[src/rtl/x_micro_sequencer_loader_if.sv]
// Bus bundle between the host-command loader and its neighbours: UART rx/tx byte
// streams plus the sequencer's program write port, busy flag and start pulse.
interface x_micro_sequencer_loader_if;
  logic        i_rx_valid;
  logic [7:0]  i_rx_data;
  logic        o_rx_ready;
  logic        o_tx_valid;
  logic [7:0]  o_tx_data;
  logic        i_tx_ready;
  logic        i_busy;
  logic        o_wen;
  logic [3:0]  o_wcmd;
  logic [35:0] o_wdata;
  logic [8:0]  o_waddr;
  logic        o_start;

  modport master (
    input  i_rx_valid, i_rx_data, i_tx_ready, i_busy,
    output o_rx_ready, o_tx_valid, o_tx_data, o_wen, o_wcmd, o_wdata, o_waddr, o_start
  );

  modport slave (
    output i_rx_valid, i_rx_data, i_tx_ready, i_busy,
    input  o_rx_ready, o_tx_valid, o_tx_data, o_wen, o_wcmd, o_wdata, o_waddr, o_start
  );
endinterface

[src/rtl/x_micro_sequencer_loader.sv]
// Host-command parser: turns a UART byte stream into program-RAM writes, start
// requests and status queries, answering each command with one response byte.
module x_micro_sequencer_loader #(
  parameter int unsigned TIMEOUT  = 1000000,
  parameter logic [7:0]  ACK_BYTE = 8'h06,
  parameter logic [7:0]  NAK_BYTE = 8'h15
) (
  input logic i_clk,
  input logic i_rst,
  x_micro_sequencer_loader_if.master bus
);

  localparam int unsigned TW = (TIMEOUT > 32'd0) ? $clog2(TIMEOUT + 32'd1) : 1;

  typedef enum logic [2:0] {
    S_IDLE = 3'd0,
    S_ADDR = 3'd1,
    S_DATA = 3'd2,
    S_EXEC = 3'd3,
    S_RESP = 3'd4
  } state_t;

  state_t         r_state;
  logic [2:0]     r_cnt;
  logic           r_is_write;
  logic           r_oor;
  logic [39:0]    r_word;
  logic [8:0]     r_waddr;
  logic [TW-1:0]  r_tmo;
  logic           r_rx_ready;
  logic           r_tx_valid;
  logic [7:0]     r_tx_data;

  logic w_acc;
  logic w_exec_ok;
  logic w_tmo_hit;

  assign w_acc     = bus.i_rx_valid & r_rx_ready;
  // Busy is judged in the EXEC cycle itself, so the strobes gate on it directly.
  assign w_exec_ok = (r_state == S_EXEC) & ~bus.i_busy & (~r_is_write | ~r_oor);
  assign w_tmo_hit = (TIMEOUT != 32'd0) && (r_tmo == TW'(TIMEOUT - 32'd1));

  assign bus.o_rx_ready = r_rx_ready;
  assign bus.o_tx_valid = r_tx_valid;
  assign bus.o_tx_data  = r_tx_data;
  assign bus.o_wen      = w_exec_ok & r_is_write;
  assign bus.o_start    = w_exec_ok & ~r_is_write;
  assign bus.o_waddr    = r_waddr;
  assign bus.o_wcmd     = r_word[3:0];
  assign bus.o_wdata    = r_word[39:4];

  always_ff @(posedge i_clk) begin
    if (i_rst) begin
      r_state    <= S_IDLE;
      r_cnt      <= 3'd0;
      r_is_write <= 1'b0;
      r_oor      <= 1'b0;
      r_word     <= 40'd0;
      r_waddr    <= 9'd0;
      r_tmo      <= '0;
      r_rx_ready <= 1'b1;
      r_tx_valid <= 1'b0;
      r_tx_data  <= 8'd0;
    end else begin
      case (r_state)
        S_IDLE: begin
          r_tmo <= '0;
          if (w_acc) begin
            case (bus.i_rx_data)
              8'h01: begin
                r_state    <= S_ADDR;
                r_is_write <= 1'b1;
                r_oor      <= 1'b0;
                r_cnt      <= 3'd0;
              end
              8'h02: begin
                r_state    <= S_EXEC;
                r_is_write <= 1'b0;
                r_rx_ready <= 1'b0;
              end
              8'h03: begin
                r_state    <= S_RESP;
                r_tx_data  <= {7'd0, bus.i_busy};
                r_tx_valid <= 1'b1;
                r_rx_ready <= 1'b0;
              end
              default: begin
                r_state    <= S_RESP;
                r_tx_data  <= NAK_BYTE;
                r_tx_valid <= 1'b1;
                r_rx_ready <= 1'b0;
              end
            endcase
          end
        end
        S_ADDR: begin
          if (w_acc) begin
            r_tmo <= '0;
            if (r_cnt == 3'd0) begin
              r_waddr[7:0] <= bus.i_rx_data;
              r_cnt        <= 3'd1;
            end else begin
              r_waddr[8] <= bus.i_rx_data[0];
              r_oor      <= |bus.i_rx_data[7:1];
              r_cnt      <= 3'd0;
              r_state    <= S_DATA;
            end
          end else if (w_tmo_hit) begin
            r_state <= S_IDLE;
            r_tmo   <= '0;
          end else begin
            r_tmo <= r_tmo + TW'(1);
          end
        end
        S_DATA: begin
          if (w_acc) begin
            r_tmo  <= '0;
            // Bytes arrive LSB first, so shifting down leaves byte 0 at the bottom.
            r_word <= {bus.i_rx_data, r_word[39:8]};
            if (r_cnt == 3'd4) begin
              r_state    <= S_EXEC;
              r_rx_ready <= 1'b0;
              r_cnt      <= 3'd0;
            end else begin
              r_cnt <= r_cnt + 3'd1;
            end
          end else if (w_tmo_hit) begin
            r_state <= S_IDLE;
            r_tmo   <= '0;
          end else begin
            r_tmo <= r_tmo + TW'(1);
          end
        end
        S_EXEC: begin
          r_state    <= S_RESP;
          r_tx_valid <= 1'b1;
          r_tx_data  <= w_exec_ok ? ACK_BYTE : NAK_BYTE;
        end
        S_RESP: begin
          if (bus.i_tx_ready) begin
            r_state    <= S_IDLE;
            r_tx_valid <= 1'b0;
            r_rx_ready <= 1'b1;
          end
        end
        default: begin
          r_state    <= S_IDLE;
          r_tx_valid <= 1'b0;
          r_rx_ready <= 1'b1;
        end
      endcase
    end
  end

endmodule

[src/flat_wrapper.sv]
// flat-port wrapper written by rule: the top's interface ports become plain ports
module x_micro_sequencer_loader_flat 
#(
  parameter int unsigned TIMEOUT  = 1000000,
  parameter logic [7:0]  ACK_BYTE = 8'h06,
  parameter logic [7:0]  NAK_BYTE = 8'h15
)
  (i_clk, i_rst, bus_i_rx_valid, bus_i_rx_data, bus_i_tx_ready, bus_i_busy, bus_o_rx_ready, bus_o_tx_valid, bus_o_tx_data, bus_o_wen, bus_o_wcmd, bus_o_wdata, bus_o_waddr, bus_o_start);
  x_micro_sequencer_loader_if bus_i ();
  input logic i_clk;
  input logic i_rst;
  input wire logic [$bits(bus_i.i_rx_valid)-1:0] bus_i_rx_valid;
  input wire logic [$bits(bus_i.i_rx_data)-1:0] bus_i_rx_data;
  input wire logic [$bits(bus_i.i_tx_ready)-1:0] bus_i_tx_ready;
  input wire logic [$bits(bus_i.i_busy)-1:0] bus_i_busy;
  output wire logic [$bits(bus_i.o_rx_ready)-1:0] bus_o_rx_ready;
  output wire logic [$bits(bus_i.o_tx_valid)-1:0] bus_o_tx_valid;
  output wire logic [$bits(bus_i.o_tx_data)-1:0] bus_o_tx_data;
  output wire logic [$bits(bus_i.o_wen)-1:0] bus_o_wen;
  output wire logic [$bits(bus_i.o_wcmd)-1:0] bus_o_wcmd;
  output wire logic [$bits(bus_i.o_wdata)-1:0] bus_o_wdata;
  output wire logic [$bits(bus_i.o_waddr)-1:0] bus_o_waddr;
  output wire logic [$bits(bus_i.o_start)-1:0] bus_o_start;
  assign bus_i.i_rx_valid = bus_i_rx_valid;
  assign bus_i.i_rx_data = bus_i_rx_data;
  assign bus_i.i_tx_ready = bus_i_tx_ready;
  assign bus_i.i_busy = bus_i_busy;
  assign bus_o_rx_ready = bus_i.o_rx_ready;
  assign bus_o_tx_valid = bus_i.o_tx_valid;
  assign bus_o_tx_data = bus_i.o_tx_data;
  assign bus_o_wen = bus_i.o_wen;
  assign bus_o_wcmd = bus_i.o_wcmd;
  assign bus_o_wdata = bus_i.o_wdata;
  assign bus_o_waddr = bus_i.o_waddr;
  assign bus_o_start = bus_i.o_start;
  x_micro_sequencer_loader #(.TIMEOUT(TIMEOUT), .ACK_BYTE(ACK_BYTE), .NAK_BYTE(NAK_BYTE)) u_core (.i_clk(i_clk), .i_rst(i_rst), .bus(bus_i));
endmodule
[config.mk]
export PLATFORM = sky130hd
export DESIGN_NAME = x_micro_sequencer_loader_flat
export DESIGN_NICKNAME = d
export VERILOG_FILES = /design/src/rtl/x_micro_sequencer_loader_if.sv /design/src/rtl/x_micro_sequencer_loader.sv /design/src/flat_wrapper.sv
export SDC_FILE = /design/constraint.sdc
export NUM_CORES = 1
export LEC_CHECK = 0
export BUFFER_PORTS_ARGS = -buffer_cell sky130_fd_sc_hd__clkbuf_2
export CAP_MARGIN = 25
export CORE_UTILIZATION = 55
export DETAILED_ROUTE_END_ITERATION = 6
export PLACE_DENSITY = 0.8
export SYNTH_ARGS = -nofsm -noshare
export SYNTH_HDL_FRONTEND = slang
export SYNTH_SLANG_ARGS = --single-unit
[constraint.sdc]
create_clock -name i_clk -period 4.2 [get_ports i_clk]
set_input_delay 0.21 -clock i_clk [delete_from_list [all_inputs] [get_ports i_clk]]
set_output_delay 0.21 -clock i_clk [all_outputs]
set_load 0.005 [all_outputs]
==> impl_summary.txt, run 1 <==
----------------------------------------------------
[STA]
  Sum Neg Setup Slack ... 0 ps
  Pins Over Slew Limit ... 0
  Max Clock Freq ... 439.2 MHz
  Max transition margin ... 45.79%
  RSZ-0062 raised after global routing ... false
  Fin. Hold Viols ... 0
  Clock period minus final worst setup slack ... 2277 ps
  Clock skew after layout ... 12.44 ps
  Pin slew with the least headroom to its limit ... 813.2 ps
  Smallest setup slack after layout ... 1923 ps
  Final setup violating endpoints ... 0
  Tcrit/Tclk final ... 54.21%

[Clocking]
  CTS H-tree depth ... 3
  CTS clk-pin slew, worst paths ... 80 ps
  Master cell of the clock root buffer ... sky130_fd_sc_hd__clkbuf_8
  CTS resizes ... 0
  Total setup buffers inserted after CTS ... 0
  Sinks on the clock net ... 83
  Number of buffers created by CTS ... 9
  Number of hold-repair buffers added at the cts stage ... 0
  Buffers from clock root to sink, at most ... 2
  Clock latency on the worst-skew pair ... 360 ps
  TritonCTS clock tree ... built

[Synthesis]
  Synth Flop Type ... sky130_fd_sc_hd__dfxtp_1
  Post-synthesis instance total ... 457
  Part of the Yosys area used for sequential elements ... 44.70%
  Synth Area in Simple Gates ... 29.28%
  Share of the synthesized area in the top cell type ... 44.70%
  Share of flip-flops with an asynchronous set or reset after synthesis ... 0%
  Synthesis Warnings ... 0
  Number of distinct library cell variants in the gate-level netlist after synthesis ... 56
  Mux cell area share after synthesis ... 3.231%
  XOR/XNOR Fraction of Synth Area ... 3.299%
  Number of enable-type register cells in the synthesized netlist ... 0
  Cell type with the highest aggregate area in the netlist ... sky130_fd_sc_hd__dfxtp_1
  Synth Area in Compound Gates ... 13.50%
  Synthesized cell area ... 0.003717 mm2
  Top cells by area in the synthesized netlist ... sky130_fd_sc_hd__dfxtp_1 45%, sky130_fd_sc_hd__nand2_1 11%, sky130_fd_sc_hd__a21oi_1 6.6%
  Adder and majority gate portion of the synthesized area ... 1.010%
  Combinational family with the most area after synthesis ... simple AND/OR/NAND/NOR gates
  Syn_area_per_cell ... 8.134 um2
  Post-synthesis register bit count ... 83

[Worst hold path]
  Hold path start ... bus_i_rx_data[3]
  Class of the tightest hold or removal check ... in -> reg
  Min-Delay Endpoint ... u_core.r_word[35]
  Depth of the worst hold-timing path ... 3

[Global route]
  Number of global-route vias before repair ... 2943
  GRT Residual Overflow ... 0
  Pin count of the biggest net entering global routing ... 82
  Number of antenna violations at the first check in global routing ... 0
  All-layer global routing usage ... 23.84%
  Wire length of the first global-routing pass ... 13680 um

[Pwr]
  Leak ... 1.656 nW
  Combinational group share of total power ... 4.5%
  Sw power ... 0.3356 mW
  Largest voltage drop on the vdd net ... 214.5 uV
  Power per unit of standard cell area ... 361.8 mW/mm2
  Flop pwr share ... 51.8%
  Cell internal power dissipation ... 1.209 mW
  Proportion of power drawn by the clock network ... 43.7%
  Switching share of power ... 21.73%

[Setup path]
  Endpoint type of the worst setup path ... primary output
  Worst setup path class ... reg -> out
  Critical path launch point type ... register
  Path depth of the worst reg2reg path ... 5
  Origin of the critical flop-to-flop path ... u_core.r_state[0]
  Required arrival time at the worst endpoint ... 3990 ps
  Setup slack, reg-to-reg ... 2070 ps
  Highest fanout seen on the critical path ... 20
  Endpoint arrival time on the critical path ... 2070 ps
  Worst R2R End ... u_core.bus.o_waddr[0]

[Layout]
  Layout cells sized above 1 ... 19.38%
  Count of inserted antenna diode cells ... 0
  Post-synthesis to final-layout area growth ... 14.84%
  Total number of nets in the final design ... 528

[Floorplan]
  Num ports ... 74
  Core area ... 0.006422 mm2
  Row count ... 29
  Area enclosed by the die boundary ... 0.007091 mm2
  Initial Utilization ... 57.88%
  Die extent in y ... 84.21 um
  Die width ... 84.21 um

[Job]
  # Max-Cap Violations ... 0

[Place]
  Total half-perimeter wirelength after legalization and detailed placement ... 5537 um
  Post-Place Setup Slack ... 2082 ps
  Routability cong. ... 0.8401
  PortBufs ... 69

[Outcome]
  Outcome ... finished with violations
  Failing checks ... DRC

[Route]
  Total via count after detailed routing ... 3301
  Via-to-Cell Ratio ... 5.567
  Detailed-routing iteration count for the pre-antenna-repair pass ... 7
  DR WL/cell ... 13.69 um
  Number of nets still failing antenna checks after routing ... 0
  Wire length reported by the detailed router ... 8119 um
  DRC viols ... 10
  Number of DRC markers after the initial detailed-route iteration ... 229

----------------------------------------------------
## power groups by stage
| stage | logic, mW | clock network, mW | registers, mW |
|---|---|---|---|
| 3_3_place_gp | 0.0686 | 0 | 0.817 |
| 5_1_grt | 0.0782 | 0.723 | 0.800 |
| 6_report | 0.0702 | 0.675 | 0.799 |
| 3_5_place_dp | 0.0691 | 0 | 0.817 |
| 2_1_floorplan | 0.0522 | 0 | 0.814 |
| 4_1_cts | 0.0693 | 0.688 | 0.799 |
## per-layer routing
layer | track usage (%) | vias to the layer above | share of wire (%) | wire length [um]
li1 | - | 1677 | - | -
met1 | 33.50 | 1503 | 48 | 3908
met2 | 35.77 | 106 | 44 | 3595
met3 | 5.506 | 15 | 5.7 | 465
met4 | 9.091 | 0 | 1.8 | 150
met5 | 0 | - | 0 | 0
## state kept, by name, indices dropped and copies added (netlist names)
| register | cells |
|---|---|
| u_core.r_word | 40 |
| u_core.r_cnt | 3 |
| u_core.r_is_write | 1 |
| u_core.r_state | 3 |
| u_core.bus.o_tx_valid | 1 |
| u_core.bus.o_waddr | 9 |
| u_core.bus.o_rx_ready | 1 |
| u_core.r_tmo | 20 |
| u_core.r_oor | 1 |
| u_core.bus.o_tx_data | 4 |
## worst max-delay path by stage
stage	from	cells after the start	endpoint	slack, ps
after floorplan	u_core.r_tmo[0]	8	u_core.r_tmo[1]	2260
after global placement	u_core.r_tmo[0]	6	u_core.r_tmo[15]	2190
after detailed placement	u_core.r_tmo[0]	6	u_core.r_tmo[9]	2080
after CTS	u_core.r_state[1]	4	bus_o_wen	1980
after global routing	u_core.r_state[1]	4	bus_o_wen	1810
final	u_core.r_state[1]	4	bus_o_wen	1920
## worst max-delay path, stage by stage, from the launching register on
cell and delay (ps):
sky130_fd_sc_hd__dfxtp_1 730, sky130_fd_sc_hd__nand3b_1 290, sky130_fd_sc_hd__a211oi_1 390, sky130_fd_sc_hd__and2_1 190
sky130_fd_sc_hd__clkbuf_2 110
## kinds of logic (layout without fill, tap and decap cells)
kind of cell / count (synthesis) / in the layout
DFF: 83 / 83
xor gates and xnor gates: 14 / 14
and+or+nand+nor: 226 / 226
adders and majority gates: 3 / 3
other: 1 / 4
AOI/OAI and AO/OA: 83 / 83
buffers and inverters: 35 / 91
muxes: 12 / 12
## placed cells by master, fill, tap and decap left out, types with 4 or more instances in the layout
cell                       count
sky130_fd_sc_hd__nor2_1       31
sky130_fd_sc_hd__dfxtp_1      83
sky130_fd_sc_hd__and3_1        4
sky130_fd_sc_hd__a31oi_1       5
sky130_fd_sc_hd__nand4_1      10
sky130_fd_sc_hd__mux2i_1      12
sky130_fd_sc_hd__nor3_1       21
sky130_fd_sc_hd__clkbuf_8      9
sky130_fd_sc_hd__xnor2_1       7
sky130_fd_sc_hd__nand4b_1      5
sky130_fd_sc_hd__nand2_1     109
sky130_fd_sc_hd__a211oi_1      4
sky130_fd_sc_hd__xor2_1        7
sky130_fd_sc_hd__buf_4         4
sky130_fd_sc_hd__nand3b_1      4
sky130_fd_sc_hd__clkbuf_2     69
sky130_fd_sc_hd__nand3_1      13
sky130_fd_sc_hd__conb_1        4
sky130_fd_sc_hd__o21ai_0       6
sky130_fd_sc_hd__a21oi_1      49
sky130_fd_sc_hd__nand2b_1      7
## stage by stage
step	cells	utilization [%]	hold WS [ps]	power [mW]	instance area, um2
final	593	66.47	107.1	1.544	4269
after global routing	593	66.47	108.5	1.601	4269
after global placement	578	62.79	440.8	0.8860	4033
after floorplan	460	-	346.0	0.8660	3729
after detailed placement	578	62.79	445.6	0.8865	4033
after CTS	593	66.47	93.42	1.556	4269
## layout make-up
cell class              count  area (um2)
clock buffers               9       123.9
clock inverters             6       112.6
fillers                   543        2153
inverters                   3       11.26
multi-input cells         342        1888
flip-flops and latches     83        1662
well taps                  77       96.34
repair buffers             73       375.4
## synthesized netlist by cell type, types with 3 or more instances
cell type                  number
sky130_fd_sc_hd__a21oi_1       49
sky130_fd_sc_hd__a21o_1         3
sky130_fd_sc_hd__nand2_1      109
sky130_fd_sc_hd__buf_6          3
sky130_fd_sc_hd__xor2_1         7
sky130_fd_sc_hd__nand3_1       13
sky130_fd_sc_hd__xnor2_1        7
sky130_fd_sc_hd__buf_4          5
sky130_fd_sc_hd__nor3_1        21
sky130_fd_sc_hd__nand2b_1       7
sky130_fd_sc_hd__a31oi_1        5
sky130_fd_sc_hd__mux2i_1       12
sky130_fd_sc_hd__clkbuf_1      19
sky130_fd_sc_hd__nand4_1       10
sky130_fd_sc_hd__o21ai_0        6
sky130_fd_sc_hd__nand3b_1       4
sky130_fd_sc_hd__and2_1         3
sky130_fd_sc_hd__ha_1           3
sky130_fd_sc_hd__nor2_1        32
sky130_fd_sc_hd__and3_1         4
sky130_fd_sc_hd__inv_1          3
sky130_fd_sc_hd__a211oi_1       4
sky130_fd_sc_hd__nand4b_1       5
sky130_fd_sc_hd__dfxtp_1       83
sky130_fd_sc_hd__buf_2          3
(Power assumes the default switching activity.)
==> inputs of run 2 (changes only) <==
--- a/config.mk
+++ b/config.mk
@@ -7,9 +7,9 @@
 export LEC_CHECK = 0
 export BUFFER_PORTS_ARGS = -buffer_cell sky130_fd_sc_hd__clkbuf_2
 export CAP_MARGIN = 25
-export CORE_UTILIZATION = 55
+export CORE_UTILIZATION = 49
 export DETAILED_ROUTE_END_ITERATION = 6
-export PLACE_DENSITY = 0.8
+export PLACE_DENSITY = 0.75
 export SYNTH_ARGS = -nofsm -noshare
 export SYNTH_HDL_FRONTEND = slang
 export SYNTH_SLANG_ARGS = --single-unit
==> constraint.sdc (replaced) <==
create_clock -name i_clk -period 2 [get_ports i_clk]
set_input_delay 0.1 -clock i_clk [delete_from_list [all_inputs] [get_ports i_clk]]
set_output_delay 0.1 -clock i_clk [all_outputs]
set_load 0.005 [all_outputs]
==> impl_summary.txt, run 2 (synthesis gave the netlist of run 1 again) <==
----------------------------------------------------
[Outcome]
  Outcome ... finished clean

[Place]
  Routability cong. ... 0.9415 (+12%)
  Area of placed instances ... 0.004235 mm2 (+5.0%)
  Post-Place Setup Slack ... -6.366 ps (-2088 ps)
  PortBufs ... 69 (unchanged)
  Total half-perimeter wirelength after legalization and detailed placement ... 6243 um (+13%)
  Placed Instances ... 620 (+7.3%)

[Floorplan]
  Row count ... 31 (+6.9%)
  Die extent in y ... 89.10 um (+5.8%)
  Area enclosed by the die boundary ... 0.007939 mm2 (+12%)
  Num ports ... 74 (unchanged)
  Core area ... 0.007292 mm2 (+14%)
  Die width ... 89.10 um (+5.8%)
  Initial Utilization ... 50.98% (-6.9 points)

[Layout]
  Total number of nets in the final design ... 551 (+4.4%)
  Layout cells sized above 1 ... 24.07% (+4.7 points)
  Cell area after layout ... 0.004486 mm2 (+5.1%)
  Count of inserted antenna diode cells ... 0 (unchanged)
  Post-synthesis to final-layout area growth ... 20.67%
  Commonest non-fill, non-tap cells in the layout ... 109 x sky130_fd_sc_hd__nand2_1, 76 x sky130_fd_sc_hd__dfxtp_1, 69 x sky130_fd_sc_hd__clkbuf_2, 49 x sky130_fd_sc_hd__a21oi_1, 31 x sky130_fd_sc_hd__nor2_1
  Commonest non-fill, non-tap cell in the layout ... sky130_fd_sc_hd__nand2_1
  Register with the highest flop count ... u_core.r_word
  Final cell count without fillers ... 639 (+7.8%)
  Number of flip-flops under the largest register name ... 40 (unchanged)

[Clocking]
  CTS H-tree depth ... 3 (unchanged)
  Total setup buffers inserted after CTS ... 0 (unchanged)
  Clock latency on the worst-skew pair ... 350 ps (about the same)
  TritonCTS clock tree ... built
  Number of buffers created by CTS ... 9 (unchanged)
  CTS clk-pin slew, worst paths ... 80 ps (about the same)
  Master cell of the clock root buffer ... sky130_fd_sc_hd__clkbuf_8
  Buffers from clock root to sink, at most ... 2 (unchanged)
  Sinks on the clock net ... 83 (unchanged)

[Global route]
  GRT Residual Overflow ... 0 (unchanged)
  Pin count of the biggest net entering global routing ... 61 (-26%)
  Number of global-route vias before repair ... 3015 (+2.4%)
  Wire length of the first global-routing pass ... 14050 um (+2.7%)
  Number of antenna violations at the first check in global routing ... 0 (unchanged)
  All-layer global routing usage ... 22.79% (-1.0 points)

[Pwr]
  Power per unit of standard cell area ... 675.6 mW/mm2 (+87%)
  Sw power ... 0.7230 mW (+120%)
  Largest voltage drop on the vdd net ... 443.6 uV (+110%)
  Leak ... 1.761 nW (+6.4%)
  Cell internal power dissipation ... 2.307 mW (+91%)
  Switching share of power ... 23.86% (+2.1 points)
  Proportion of power drawn by the clock network ... 38.9% (-4.8 points)
  Combinational group share of total power ... 5.7% (+1.2 points)
  Flop pwr share ... 55.3% (+3.5 points)

[STA]
  Fin. Hold Viols ... 0 (unchanged)
  Sum Neg Setup Slack ... 0 ps (unchanged)
  Clock period minus final worst setup slack ... 1935 ps
  RSZ-0062 raised after global routing ... false
  Smallest setup slack after layout ... 65.38 ps (-1858 ps)
  Pin slew with the least headroom to its limit ... 601.0 ps (-212.2 ps)
  Max Clock Freq ... 516.9 MHz
  Pins Over Slew Limit ... 0 (unchanged)
  Final setup violating endpoints ... 0 (unchanged)
  Tcrit/Tclk final ... 96.73%
  Clock skew after layout ... 7.525 ps (-4.910 ps)
  Max transition margin ... 59.93% (+14 points)

[Setup path]
  Worst setup path class ... reg -> reg
  Highest fanout seen on the critical path ... 13 (-35%)
  Endpoint arrival time on the critical path ... 2180 ps (+110 ps)
  Critical path launch point type ... register
  Endpoint type of the worst setup path ... register
  Required arrival time at the worst endpoint ... 2240 ps (-1750 ps)

[Route]
  Total via count after detailed routing ... 3473 (+5.2%)
  DRC viols ... 0 (-10)
  Number of DRC markers after the initial detailed-route iteration ... 210 (-8.3%)
  Via-to-Cell Ratio ... 5.435 (-2.4%)
  DR WL/cell ... 13.70 um (about the same)
  Wire length reported by the detailed router ... 8754 um (+7.8%)
  Number of nets still failing antenna checks after routing ... 0 (unchanged)
  Detailed-routing iteration count for the pre-antenna-repair pass ... 5 (-2)

[Job]
  # Max-Cap Violations ... 0 (unchanged)

[Worst hold path]
  Class of the tightest hold or removal check ... in -> reg

----------------------------------------------------
-- run 2: layout make-up --
type | instances | area, um2
Fill cell | 658 | 2806
Clock inverter | 6 | 65.06
Timing Repair Buffer | 95 | 570.5
Sequential cell | 83 | 1670
Clock buffer | 10 | 127.6
Inverter | 3 | 11.26
Multi-Input combinational cell | 343 | 1917
Tap cell | 99 | 123.9
-- run 2: critical path, stage by stage (launching register included) --
cell and delay (ps):
sky130_fd_sc_hd__dfxtp_2 360, sky130_fd_sc_hd__nor4b_4 290, sky130_fd_sc_hd__nand3b_1 120, sky130_fd_sc_hd__or4_4 650, sky130_fd_sc_hd__o2bb2ai_1 170, sky130_fd_sc_hd__a32o_1 240
-- run 2: through the flow --
stage	total power [mW]	util, %	hold WS (ps)
after floorplan	1.819	-	234.2
after global placement	1.878	58.08	363.6
after detailed placement	1.882	58.08	363.8
after CTS	3.063	61.20	11.02
after global routing	3.155	61.51	29.20
final	3.030	61.51	26.46
-- run 2: per-layer routing --
layer	global-route usage (%)	part of all wire (%)
met1	29.67	45
met2	36.99	49
met3	7.295	5.4
met4	5.195	0.59
met5	0	0
-- run 2: final timing paths --
path / from / end / slack [ps] / cells after the start
setup reg to reg: u_core.r_tmo[12] / u_core.r_state[1] / 70 / 5
setup / recovery: u_core.r_tmo[12] / u_core.r_state[1] / 70 / 5
hold reg to reg: u_core.bus.o_tx_data[0] / u_core.bus.o_tx_data[0] / 450 / 2
hold / removal: bus_i_rx_data[5] / u_core.r_word[37] / 30 / 3
-- run 2: power by group through the flow --
stage               clock network [mW]  logic, mW  registers, mW
floorplan                            0      0.110           1.71
detailed placement                   0      0.166           1.72
global placement                     0      0.163           1.72
finish                            1.18      0.173           1.68
global route                      1.28      0.191           1.68
CTS                               1.21      0.172           1.68
-- run 2: timing repair --
| item | in CTS | in global routing |
|---|---|---|
| gates resized for setup | 2 | 8 |
| setup endpoints to repair | 6 | 18 |
| gates cloned | 1 | 0 |
| hold endpoints to repair | 2 | 0 |
| pin swaps | 1 | 1 |
| hold buffers | 2 | 0 |
==> inputs of run 3 (changes only) <==
--- a/config.mk
+++ b/config.mk
@@ -5,11 +5,12 @@
 export SDC_FILE = /design/constraint.sdc
 export NUM_CORES = 1
 export LEC_CHECK = 0
+export ABC_AREA = 1
 export BUFFER_PORTS_ARGS = -buffer_cell sky130_fd_sc_hd__clkbuf_2
 export CAP_MARGIN = 25
-export CORE_UTILIZATION = 49
+export CORE_UTILIZATION = 50
 export DETAILED_ROUTE_END_ITERATION = 6
-export PLACE_DENSITY = 0.75
+export PLACE_DENSITY = 0.76
 export SYNTH_ARGS = -nofsm -noshare
 export SYNTH_HDL_FRONTEND = slang
 export SYNTH_SLANG_ARGS = --single-unit
==> impl_summary.txt, run 3 <==
----------------------------------------------------
[Clocking]
  Master cell of the clock root buffer ... sky130_fd_sc_hd__clkbuf_8
  Clock latency on the worst-skew pair ... 360 ps (about the same)
  Total setup buffers inserted after CTS ... 0 (unchanged)
  Number of buffers created by CTS ... 9 (unchanged)
  CTS resizes ... 0 (-2)
  TritonCTS clock tree ... built
  CTS clk-pin slew, worst paths ... 90 ps (about the same)
  CTS H-tree depth ... 3 (unchanged)
  Buffers from clock root to sink, at most ... 2 (unchanged)
  Number of hold-repair buffers added at the cts stage ... 0 (-2)
  Sinks on the clock net ... 83 (unchanged)

[Route]
  Wire length reported by the detailed router ... 8059 um (-7.9%)
  Detailed-routing iteration count for the pre-antenna-repair pass ... 4 (-1)
  DRC viols ... 0 (unchanged)
  Number of nets still failing antenna checks after routing ... 0 (unchanged)
  Via-to-Cell Ratio ... 4.911 (-9.6%)
  DR WL/cell ... 11.76 um (-14%)
  Number of DRC markers after the initial detailed-route iteration ... 146 (-30%)
  Total via count after detailed routing ... 3364 (-3.1%)

[Floorplan]
  Die width ... 89.59 um (+0.55%)
  Core area ... 0.007331 mm2 (+0.53%)
  Num ports ... 74 (unchanged)
  Initial Utilization ... 52.33% (+1.4 points)
  Die extent in y ... 89.59 um (+0.55%)
  Area enclosed by the die boundary ... 0.008026 mm2 (+1.1%)
  Row count ... 31 (unchanged)

[Setup path]
  Origin of the critical flop-to-flop path ... u_core.r_cnt[0]
  Worst R2R End ... u_core.r_state[1]
  Critical path launch point type ... register
  Worst setup path class ... reg -> out
  Endpoint type of the worst setup path ... primary output
  Required arrival time at the worst endpoint ... 1900 ps (-340 ps)
  Setup slack, reg-to-reg ... 270 ps (+200 ps)
  Highest fanout seen on the critical path ... 7 (-6)
  Endpoint arrival time on the critical path ... 1640 ps (-540 ps)
  Path depth of the worst reg2reg path ... 9 (+4)

[STA]
  Tcrit/Tclk final ... 87.11% (-9.6 points)
  Final hold slack ... 29.79 ps (+3.330 ps)
  Max Clock Freq ... 574.0 MHz (+11%)
  Final setup violating endpoints ... 0 (unchanged)
  RSZ-0062 raised after global routing ... false
  Clock period minus final worst setup slack ... 1742 ps (-192.4 ps)
  Pins Over Slew Limit ... 0 (unchanged)
  Fin. Hold Viols ... 0 (unchanged)
  Clock skew after layout ... 9.282 ps (+1.757 ps)
  Sum Neg Setup Slack ... 0 ps (unchanged)

[Layout]
  Layout cells sized above 1 ... 23.38% (-0.70 points)
  Count of filler cells inserted in the layout ... 679 (+3.2%)
  Commonest non-fill, non-tap cells in the layout ... 82 x sky130_fd_sc_hd__dfxtp_1, 73 x sky130_fd_sc_hd__inv_1, 71 x sky130_fd_sc_hd__nand2_1, 69 x sky130_fd_sc_hd__clkbuf_2, 68 x sky130_fd_sc_hd__a21oi_1
  Count of inserted antenna diode cells ... 0 (unchanged)
  Commonest non-fill, non-tap cell in the layout ... sky130_fd_sc_hd__dfxtp_1
  Footprint of the multi-input gates ... 0.001728 mm2 (-9.9%)
  Number of flip-flops under the largest register name ... 40 (unchanged)
  Area taken by flip-flops and latches ... 0.001663 mm2 (-0.45%)
  Total number of nets in the final design ... 597 (+8.3%)
  Post-synthesis to final-layout area growth ... 16.34%
  Final cell count without fillers ... 685 (+7.2%)
  Register with the highest flop count ... u_core.r_word
  Cell area after layout ... 0.004463 mm2 (-0.50%)

[Global route]
  Number of global-route vias before repair ... 2967 (-1.6%)
  All-layer global routing usage ... 21.05% (-1.7 points)
  Pin count of the biggest net entering global routing ... 46 (-25%)
  Wire length of the first global-routing pass ... 13080 um (-6.9%)
  GRT Residual Overflow ... 0 (unchanged)
  Number of antenna violations at the first check in global routing ... 0 (unchanged)

[Synthesis]
  Post-synthesis register bit count ... 83 (unchanged)
  Most frequent cells after synthesis ... 83 x sky130_fd_sc_hd__dfxtp_1, 73 x sky130_fd_sc_hd__inv_1, 71 x sky130_fd_sc_hd__nand2_1, 68 x sky130_fd_sc_hd__a21oi_1, 47 x sky130_fd_sc_hd__o21ai_0
  Share of flip-flops with an asynchronous set or reset after synthesis ... 0% (unchanged)
  Number of enable-type register cells in the synthesized netlist ... 0 (unchanged)
  Synth Flop Type ... sky130_fd_sc_hd__dfxtp_1
  Top cells by area in the synthesized netlist ... sky130_fd_sc_hd__dfxtp_1 43%, sky130_fd_sc_hd__a21oi_1 8.9%, sky130_fd_sc_hd__inv_1 7.1%
  Synthesized cell area ... 0.003836 mm2 (+3.2%)
  Number of distinct library cell variants in the gate-level netlist after synthesis ... 39 (-30%)
  Synthesis Warnings ... 0 (unchanged)
  Share of the synthesized area in the top cell type ... 43.31% (-1.4 points)
  Post-synthesis instance total ... 515 (+13%)
  Most used standard cell by instance count after synthesis ... sky130_fd_sc_hd__dfxtp_1
  Syn_area_per_cell ... 7.449 um2 (-8.4%)
  Part of the Yosys area used for sequential elements ... 43.31% (-1.4 points)
  Cell type with the highest aggregate area in the netlist ... sky130_fd_sc_hd__dfxtp_1

[Pwr]
  Switching share of power ... 24.83% (+0.97 points)
  Power, Total ... 3.352 mW (+11%)
  Power per unit of standard cell area ... 751.0 mW/mm2 (+11%)
  Flop pwr share ... 50.7% (-4.6 points)
  Largest voltage drop on the vdd net ... 421.1 uV (-5.1%)
  Cell internal power dissipation ... 2.519 mW (+9.2%)
  Combinational group share of total power ... 7.7% (+2.0 points)
  Leak ... 1.799 nW (+2.1%)
  Proportion of power drawn by the clock network ... 41.6% (+2.7 points)
  Sw power ... 0.8322 mW (+15%)

[Worst hold path]
  Hold path start ... bus_i_rx_data[5]
  Depth of the worst hold-timing path ... 3 (unchanged)
  Class of the tightest hold or removal check ... in -> reg
  Min-Delay Endpoint ... u_core.bus.o_waddr[5]

[Place]
  Placed Instances ... 669 (+7.9%)
  Routability cong. ... 0.8883 (-5.7%)
  Total half-perimeter wirelength after legalization and detailed placement ... 5825 um (-6.7%)
  Area of placed instances ... 0.004228 mm2 (-0.18%)
  PortBufs ... 69 (unchanged)

[Outcome]
  Outcome ... finished clean

[Job]
  # Max-Cap Violations ... 0 (unchanged)

----------------------------------------------------
run 3: changes by cell type in the layout (fill, tap and decap cells not counted), moves of 9 or more:
cell | previous run | this run
sky130_fd_sc_hd__inv_1 | 3 | 73
sky130_fd_sc_hd__o21ai_0 | 6 | 47
sky130_fd_sc_hd__nand2_1 | 109 | 71
sky130_fd_sc_hd__a21oi_1 | 49 | 68
sky130_fd_sc_hd__buf_4 | 22 | 5
sky130_fd_sc_hd__nand3_1 | 13 | 27
sky130_fd_sc_hd__nor2_2 | 1 | 14
sky130_fd_sc_hd__mux2i_1 | 12 | 0
sky130_fd_sc_hd__nand2_2 | 0 | 11
sky130_fd_sc_hd__nor3_1 | 21 | 12
run 3: critical path, stage by stage (launching register included):
cell and delay (ps):
sky130_fd_sc_hd__dfxtp_2 450, sky130_fd_sc_hd__clkinv_1 160, sky130_fd_sc_hd__nor2_1 190, sky130_fd_sc_hd__o211ai_1 220, sky130_fd_sc_hd__nor2_1 150, sky130_fd_sc_hd__clkbuf_2 120
run 3: kinds of logic (layout without fill, tap and decap cells):
group / Yosys count / in the layout / synth area share, %
other: 1 / 4 / 0.09775
AND/OR/NAND/NOR: 188 / 188 / 24.56
flip-flops: 83 / 83 / 43.31
adder cells (fa/ha/maj): 3 / 3 / 0.9786
XOR/XNOR: 9 / 9 / 2.055
buffers and inverters: 106 / 174 / 11.94
AO/OA/AOI/OAI: 125 / 125 / 17.06
run 3: final cells by class:
cell class / count / share of cell area [%]
clock inverters: 6 / 2.159
flip-flops and latches: 83 / 37.26
inverters: 83 / 6.981
clock buffers: 10 / 3.084
multi-input cells: 329 / 38.72
repair buffers: 75 / 9.027
well taps: 99 / 2.775
run 3: metal layers:
layer / global-route usage [%] / share of wire [%]
met5: 0 / 0
met4: 9.091 / 1.2
met3: 4.205 / 4.1
met2: 33.88 / 47
met1: 27.55 / 48
run 3: power groups by stage:
| stage | sequential (mW) | clock, mW | combinational (mW) |
|---|---|---|---|
| 3_3_place_gp | 1.74 | 0 | 0.255 |
| 5_1_grt | 1.70 | 1.49 | 0.289 |
| 4_1_cts | 1.70 | 1.42 | 0.259 |
| 3_5_place_dp | 1.74 | 0 | 0.257 |
| 6_report | 1.70 | 1.40 | 0.258 |
| 2_1_floorplan | 1.74 | 0 | 0.193 |
run 3: worst max path at each step:
stage | startpoint | endpoint | slack, ps | depth (start not counted)
floorplan | u_core.r_tmo[0] | u_core.r_tmo[16] | 590 | 8
global placement | u_core.r_state[2] | u_core.r_state[0] | 340 | 8
detailed placement | u_core.r_state[1] | u_core.r_state[1] | 300 | 8
CTS | u_core.r_state[1] | bus_o_start | 110 | 5
global route | u_core.bus.o_rx_ready | u_core.r_word[15] | 110 | 6
finish | u_core.r_state[1] | bus_o_start | 260 | 5
run 3: through the flow:
stage,setup WS [ps],utilization [%]
final,257.8,60.88
after global routing,105.6,60.88
after CTS,107.5,60.86
after detailed placement,301.8,57.67
after global placement,337.7,57.67
after floorplan,594.0,-
